### config.mk
export PLATFORM = sky130hd
export DESIGN_NAME = frame_downscale_gray
export DESIGN_NICKNAME = d
export VERILOG_FILES = /design/src/rtl/cam_pkg.sv /design/src/rtl/line_buffer_ram.sv /design/src/rtl/frame_downscale_gray.sv
export SDC_FILE = /design/constraint.sdc
export NUM_CORES = 2
export LEC_CHECK = 0
export ABC_AREA = 0
export CORE_MARGIN = 3
export CORE_UTILIZATION = 47
export DETAILED_ROUTE_END_ITERATION = 7
export HOLD_SLACK_MARGIN = 0.08
export PLACE_DENSITY = 0.63
export RECOVER_POWER = 25
export SLEW_MARGIN = 20
export SYNTH_ARGS = -nofsm -noshare
export SYNTH_HDL_FRONTEND = slang
export SYNTH_SLANG_ARGS = --single-unit
### constraint.sdc
create_clock -name i_clk -period 19.3 [get_ports i_clk]
set_clock_uncertainty 0.2 [all_clocks]
set_input_delay 3.86 -clock i_clk [delete_from_list [all_inputs] [get_ports i_clk]]
set_output_delay 3.86 -clock i_clk [all_outputs]
set_load 0.02 [all_outputs]
### src/rtl/cam_pkg.sv
// rtl/cam_pkg.sv - shared camera pixel types, RGB565 field slices and luma helper
package cam_pkg;

    localparam int SRC_W_DEFAULT = 640;
    localparam int SRC_H_DEFAULT = 480;

    localparam int R_MSB = 15;
    localparam int R_LSB = 11;
    localparam int G_MSB = 10;
    localparam int G_LSB = 5;
    localparam int B_MSB = 4;
    localparam int B_LSB = 0;

    localparam logic [7:0] LUMA_KR = 8'd77;
    localparam logic [7:0] LUMA_KG = 8'd150;
    localparam logic [7:0] LUMA_KB = 8'd29;

    typedef struct packed {
        logic [4:0] r;
        logic [5:0] g;
        logic [4:0] b;
    } rgb565_t;

    // Coefficients sum to 256, so the weighted sum never exceeds 16 bits.
    function automatic logic [7:0] rgb565_to_luma(input rgb565_t p);
        logic [7:0]  r8;
        logic [7:0]  g8;
        logic [7:0]  b8;
        logic [15:0] acc;
        r8  = {p.r, p.r[4:2]};
        g8  = {p.g, p.g[5:4]};
        b8  = {p.b, p.b[4:2]};
        acc = 16'(LUMA_KR) * 16'(r8) + 16'(LUMA_KG) * 16'(g8) + 16'(LUMA_KB) * 16'(b8);
        return 8'(acc >> 8);
    endfunction

endpackage

### src/rtl/line_buffer_ram.sv
// rtl/line_buffer_ram.sv - simple dual-port RAM, one write port and one synchronous read port
module line_buffer_ram #(
    parameter int DEPTH = 320,
    parameter int WIDTH = 9,
    parameter int AW    = $clog2(DEPTH)
) (
    input  logic             clk,
    input  logic             we,
    input  logic [AW-1:0]    waddr,
    input  logic [WIDTH-1:0] wdata,
    input  logic             re,
    input  logic [AW-1:0]    raddr,
    output logic [WIDTH-1:0] rdata
);

    logic [WIDTH-1:0] mem [DEPTH];

    always_ff @(posedge clk) begin
        if (we) begin
            mem[waddr] <= wdata;
        end
        if (re) begin
            rdata <= mem[raddr];
        end
    end

endmodule

### src/rtl/frame_downscale_gray.sv
// rtl/frame_downscale_gray.sv - RGB565 to luma with 2x2 box downscale into a linear framebuffer
// Optional statistics outputs under FRAME_DOWNSCALE_STATS_EN.
module frame_downscale_gray
    import cam_pkg::*;
#(
    parameter int SRC_W  = SRC_W_DEFAULT,
    parameter int SRC_H  = SRC_H_DEFAULT,
    parameter int ADDR_W = 17
) (
    input  logic              i_clk,
    input  logic              i_rst,
    input  logic              i_valid,
    input  logic [15:0]       i_data,
    input  logic [9:0]        i_row,
    input  logic [9:0]        i_col,
    output logic              o_wr_en,
    output logic [ADDR_W-1:0] o_wr_addr,
    output logic [7:0]        o_wr_data,
    output logic              o_frame_done
`ifdef FRAME_DOWNSCALE_STATS_EN
    ,
    output logic [15:0]       o_frame_count,
    output logic              o_frame_abort
`endif
);

    localparam int HALF_W = SRC_W / 2;
    localparam int IDX_W  = $clog2(HALF_W);
    localparam logic [ADDR_W-1:0] LAST_ADDR = ADDR_W'(HALF_W * (SRC_H / 2) - 1);
    localparam logic [9:0] COL_MAX = 10'(SRC_W);
    localparam logic [9:0] ROW_LIM = 10'(SRC_H);

    rgb565_t pix;
    logic    in_range;
    logic    frame_start;
    logic    accept;
    logic    alloc;

    logic              armed;
    logic [ADDR_W-1:0] addr_cnt;

    logic              s1_valid;
    logic [7:0]        s1_y;
    logic              s1_even_col;
    logic              s1_odd_row;
    logic [IDX_W-1:0]  s1_idx;
    logic [ADDR_W-1:0] s1_addr;

    logic [7:0]        held_y;
    logic [8:0]        hsum;
    logic              lb_we;
    logic              lb_re;
    logic [8:0]        lb_rd;

    logic              s2_valid;
    logic [8:0]        s2_hsum;
    logic [ADDR_W-1:0] s2_addr;
    logic [9:0]        total;

    assign pix = '{r: i_data[R_MSB:R_LSB], g: i_data[G_MSB:G_LSB], b: i_data[B_MSB:B_LSB]};

    always_comb begin
        in_range    = (i_col != 10'd0) && (i_col <= COL_MAX) && (i_row < ROW_LIM);
        frame_start = i_valid && (i_row == 10'd0) && (i_col == 10'd1);
        accept      = i_valid && in_range && (armed || frame_start);
        // Output addresses are claimed at input time so in-flight pixels keep theirs across a restart.
        alloc       = accept && i_row[0] && !i_col[0];
    end

    always_ff @(posedge i_clk) begin
        if (i_rst) begin
            armed    <= 1'b0;
            addr_cnt <= '0;
            s1_valid <= 1'b0;
        end else begin
            s1_valid <= accept;
            if (frame_start) begin
                armed    <= 1'b1;
                addr_cnt <= '0;
            end else if (alloc) begin
                if (addr_cnt == LAST_ADDR) begin
                    addr_cnt <= '0;
                    armed    <= 1'b0;
                end else begin
                    addr_cnt <= addr_cnt + 1'b1;
                end
            end
        end
    end

    always_ff @(posedge i_clk) begin
        s1_y        <= rgb565_to_luma(pix);
        s1_even_col <= !i_col[0];
        s1_odd_row  <= i_row[0];
        s1_idx      <= IDX_W'((i_col >> 1) - 10'd1);
        s1_addr     <= addr_cnt;
    end

    // Horizontal pair: odd column parks its luma, even column completes the sum.
    always_comb begin
        hsum  = {1'b0, held_y} + {1'b0, s1_y};
        lb_we = s1_valid && s1_even_col && !s1_odd_row;
        lb_re = s1_valid && s1_even_col && s1_odd_row;
    end

    line_buffer_ram #(
        .DEPTH (HALF_W),
        .WIDTH (9),
        .AW    (IDX_W)
    ) u_line_buffer (
        .clk   (i_clk),
        .we    (lb_we),
        .waddr (s1_idx),
        .wdata (hsum),
        .re    (lb_re),
        .raddr (s1_idx),
        .rdata (lb_rd)
    );

    always_ff @(posedge i_clk) begin
        if (s1_valid && !s1_even_col) begin
            held_y <= s1_y;
        end
        s2_hsum <= hsum;
        s2_addr <= s1_addr;
    end

    assign total = {1'b0, lb_rd} + {1'b0, s2_hsum};

    always_ff @(posedge i_clk) begin
        if (i_rst) begin
            s2_valid     <= 1'b0;
            o_wr_en      <= 1'b0;
            o_wr_addr    <= '0;
            o_wr_data    <= '0;
            o_frame_done <= 1'b0;
        end else begin
            s2_valid     <= lb_re;
            o_wr_en      <= s2_valid;
            if (s2_valid) begin
                o_wr_addr <= s2_addr;
                o_wr_data <= 8'(total >> 2);
            end
            o_frame_done <= o_wr_en && (o_wr_addr == LAST_ADDR);
        end
    end

`ifdef FRAME_DOWNSCALE_STATS_EN
    always_ff @(posedge i_clk) begin
        if (i_rst) begin
            o_frame_count <= '0;
            o_frame_abort <= 1'b0;
        end else begin
            if (o_frame_done) begin
                o_frame_count <= o_frame_count + 16'd1;
            end
            o_frame_abort <= frame_start && (addr_cnt != '0);
        end
    end
`endif

endmodule
Word level (Yosys, flattened, before mapping). Memories as Yosys holds them, arrays and structs flattened. A register that Yosys moved wholly into a read port is not among the register bits. Index checks and enable logic that the tools add are counted. Widths: inputs -> output; s select.

Add/sub/neg operators: 6. Multiply operators: 3. $lt $le $gt $ge: 2. Eq/ne operators: 3. Muxes and demuxes: 6. Reduce and logical (&&, ||, !) cells: 23.

Operators by type and width (number): $eq 17x17->1 const B (2); $mul 7x8->15 const A (2); $add 17x1->17 const B (1); $mux 17 (1); $add 15x16->16 (1); $add 16x13->16 (1); $logic_and 1x1->1 (13); $mul 5x8->13 const A (1); $add 9x9->10 (1); $eq 10x1->1 const B (1); $le 10x10->1 const B (1); $logic_not 10->1 (1); $lt 10x9->1 const B (1); $reduce_bool 10->1 (1); $add 8x8->9 (1); $sub 9x1->9 const B (1); $mux 1 (5); $reduce_bool 2->1 (2); $logic_not 1->1 (3); $reduce_and 2->1 (1); $reduce_or 2->1 (1); $logic_or 1x1->1 (1).

Register bits after elaboration: 117. RAM bits: 2880. Input bits: 39. Output and inout port bits: 27. Logic and storage cells: 60. Memories kept: 1.

Memories: u_line_buffer.mem (words 320, bits a word 9, rd ports 1, clocked after Yosys merged registers in 1, wr ports 1, RTL line line_buffer_ram.sv:16) `logic [WIDTH-1:0] mem [DEPTH];`.

Depth between registers and ports, before layout.
Depth after elaboration: 9. Mapped depth: 24. Depth with buffers taken out: 24.

By module. From an unflattened synthesis, not the netlist that was laid out.

Cell total of the unflattened synthesis: 6136. Area total of the unflattened synthesis: 119191.8 um^2.

By module, submodules not included: line_buffer_ram (times used 1, cells each 5436, area an instance 111901.1 um^2, seq. area each 86753.2 um^2); frame_downscale_gray (times used 1, cells each 700, area an instance 7290.7 um^2, seq. area each 2422.3 um^2).

Worst setup path after synthesis. No wires, ideal clock.

Path kind: register -> register. From: register s1_y[0]. To: memory u_line_buffer.mem[0][6] (data pin). Library setup time: 2.011 ns. Arrival time: 10.548 ns. Required time: 17.089 ns. Setup slack: 6.541 ns. Cell stages (with the launch flop): 10. Path buffers: 0. Period minus slack after synthesis: 12.759 ns. Path through: dfxtp_1 > ha_1 > inv_1 > fa_1 > nor2b_1 > o21ai_0 > a21boi_0 > o21a_1 > nor2_1 > xnor2_1.

Cells in the longest elaborated chain, start to end: 1.

Ends and longest elaborated chain: from (decl) (RTL line frame_downscale_gray.sv:43) `logic [7:0] s1_y;`; from (signal assigned) (RTL line frame_downscale_gray.sv:92) `s1_y <= rgb565_to_luma(pix);`; $add 8x8->9 (RTL line frame_downscale_gray.sv:101) `hsum = {1'b0, held_y} + {1'b0, s1_y};`; named net hsum[6] (RTL line frame_downscale_gray.sv:50) `logic [8:0] hsum;`; to (decl) (RTL line line_buffer_ram.sv:16).

The timed path passes the listed nets, and every way through them passes these cells.

Worst setup path in the final report.
From: register held_y[1]. To: memory u_line_buffer.mem[120][3] (data pin).

Cells in the longest elaborated chain, start to end: 1.

Ends and longest elaborated chain: from (decl) (RTL line frame_downscale_gray.sv:49) `logic [7:0] held_y;`; from (signal assigned) (RTL line frame_downscale_gray.sv:122) `held_y <= s1_y;`; $add 8x8->9 (RTL line frame_downscale_gray.sv:101); named net hsum[3] (RTL line frame_downscale_gray.sv:50).

The timed path passes the listed nets, and every way through them passes these cells.

==> qor.yml <==
synth:
  synth.most_common_cell: "edfxtp_1"
  synth_area_per_cell_sq_um: 21.77
  synth_edf_count: 2897
  yosys.area.top_type: "edfxtp_1"
  synthFlopType: "edfxtp_1"
  ys_warn_count: 0
  synth-seq-cells: 3006
  synth_common_cells: "edfxtp_1, mux4_2, nor2_1"
  synth_area_leaders: "edfxtp_1, mux4_2, dfxtp_1"
  synthCells: 5444
  synth_area_sq_um: 118500
  ys_types: 76
  async_reset_ff_share_pct: 0
  synth.net_count: 5639
  ys_seq_area_share_pct: 75.24
  synth_top_area_share_pct: 73.40
layout:
  nFillCells: 19000
  drive_above_1_share_pct: 24.18
  area_growth_pct: 11.84
  layout.nets: 5834
grt:
  first_global_vias: 56880
  grt_pass1_wl_mm: 423.5
  grt_max_degree: 221
  globalRouteOverflowTotal: 0
  antenna_found_initial: 13
  grt_usage_pct: 22.80
setup_path:
  reg2reg_depth: 6
  critPathRequiredTime_ps: 19310
  crit_path_start_kind: "flip-flop"
  reg2reg_from: "held_y[1]"
  timing.rr.end: "u_line_buffer.mem[120][3]"
  crit_fanout: 157
  arrival_ps: 10760
  crit_path_start: "held_y[1]"
  crit_type: "flip-flop to flip-flop"
  crit_end: "u_line_buffer.mem[120][3]"
  critPathCaptureType: "flip-flop"
  rrSetupSlack_ps: 8550
clock_tree:
  cts_sinks: 3006
  clock_latency_ps: 940
  hold_buffers: 0
  cts_resized: 0
  cts_root_buffer: "clkbuf_16"
  h-tree-depth: 5
  clk_pin_slew_ps: 60
  postCtsSetupRepairBufs: 0
  cts_tree: "built"
  cts_buffers: 318
  clk_path_buf_depth: 4
sta:
  worstMarginPinSlew_ps: 8738
  max_freq_mhz: 92.99
  maxSlewViolCount: 1585
  slew_headroom_pct: -482.5
  fin_tns_setup_ps: 0
  hold_viol: 0
  post-route-period-util_pct: 55.72
  finalSetupViolCount: 0
  period_needed_ps: 10750
  rsz0062_at_grt: "no"
floorplan:
  die_h_microns: 508.2
  floorplan.die_area_sq_um: 258200
  coreArea_sq_um: 249800
  initial_core_util_pct: 47.44
  io_pins: 66
  dieWidth_microns: 508.2
  rows: 183
drt:
  wl_per_cell_microns: 31.80
  vias_per_cell: 6.145
  drc_errors: 0
  drt-initial-drc-count: 6676
  wirelength_mm: 292.7
  ant_nets: 0
  dr.pass1.iters: 6
  via_count: 56550
power:
  finalPower_w: 0.01820
  powerDensity_nw_per_um2: 137.3
  p_leak_nw: 41.39
  ir_worst_vdd_uv: 219.0
placed_design:
  port-buffer-count: 65
  place.gp.congestion: 0.8485
  dpl.hpwl_mm: 173.2
outcome:
  violations: "max-capacitance violations, max-slew violations"
  status: "finished, violations left"
flow_run:
  maxCapViolCount: 18
hold_path:
  hold_path_class: "flip-flop to flip-flop"
==> cells by family (layout without fill, tap and decap cells) <==
family / count (synthesis) / after routing / share of synthesized area [%]
DFF: 3006 / 3006 / 75.24
muxes: 939 / 939 / 17.02
and+or+nand+nor: 687 / 687 / 2.557
buffers and inverters: 414 / 839 / 1.681
AOI/OAI and AO/OA: 193 / 193 / 1.137
adders and majority gates: 156 / 156 / 1.995
xor gates and xnor gates: 49 / 49 / 0.3621
other: 0 / 4 / 0
==> state kept, by name (all words and copies together) (netlist names) <==
signal / cells
addr_cnt: 17
armed: 1
held_y: 8
o_frame_done: 1
o_wr_addr: 17
o_wr_data: 8
o_wr_en: 1
s1_addr: 17
s1_even_col: 1
s1_idx: 9
s1_odd_row: 1
s1_valid: 1
s1_y: 8
s2_addr: 17
s2_hsum: 9
s2_valid: 1
u_line_buffer.mem: 2880
u_line_buffer.rdata: 9
==> critical path, stage by stage (launching register included) <==
cell and delay, ps:
edfxtp_1 390, ha_1 290, a21o_1 180, a21oi_1 270, xnor2_2 150, clkbuf_1 5670
clkbuf_1 2700
==> cell usage in the layout (no fill, tap or decap), types with 65 or more instances in the layout <==
cell type        Yosys  final
clkbuf_1           151     87
mux4_2             850    850
ha_1               101    101
clkdlybuf4s50_1      0     65
buf_4               38     86
nor2_1             397    393
clkbuf_16            0    329
nand2_1            100     84
dfxtp_1            109    105
clkinv_1             1     67
edfxtp_1          2897   2897
mux2i_1             72     72
inv_1              112    111
==> layer usage <==
metal / up-vias / wire, microns / global-route usage (%)
met1: 30480 / 117100 / 32.47
li1: 22960 / - / -
met5: - / 40 / 0
met4: 6 / 9113 / 6.988
met2: 2667 / 140300 / 35.56
met3: 439 / 26060 / 5.040
==> report_power, final <==
group	total, W	internal (W)	switching, W	leakage, nW
clock network	0.00577	0.00337	0.00240	4.77
registers	0.00914	0.00911	0.0000249	26.9
logic	0.00330	0.000736	0.00256	9.68
==> how the worst min path moves through the flow <==
stage	startpoint	to	slack, ps	cells past startpoint
after floorplan	s1_addr[0]	s2_addr[0]	110	0
after global placement	s1_addr[8]	s2_addr[8]	110	0
after detailed placement	s1_addr[3]	s2_addr[3]	110	0
final	s1_addr[5]	s2_addr[5]	120	0
after CTS	s1_addr[5]	s2_addr[5]	120	0
after global routing	s1_addr[5]	s2_addr[5]	130	0
==> through the flow <==
step           cell area, sq um  utilization [%]  instances  hold WS [ps]  setup WS, ps
2_1_floorplan            118500                -       5444         109.6          6541
3_3_place_gp             122900            49.19       8647         112.6          8650
3_5_place_dp             122900            49.19       8647         112.1          8617
4_1_cts                  132600            53.08       9197         123.7          9598
5_1_grt                  132500            53.06       9200         126.1          7655
6_report                 132600            53.06       9203         121.5          8546
==> cell type report <==
type	instances	area [sq um]	share of cell area, %
Antenna cell	4	10.01	0.007551
Clock buffer	408	8600	6.488
Clock inverter	142	1119	0.8439
Inverter	114	429.2	0.3238
Multi-Input combinational cell	2024	27510	20.75
Sequential cell	3006	89190	67.29
Tap cell	3330	4167	3.143
Timing Repair Buffer	175	1530	1.154
Note: power is estimated with default switching activity, not from simulation.
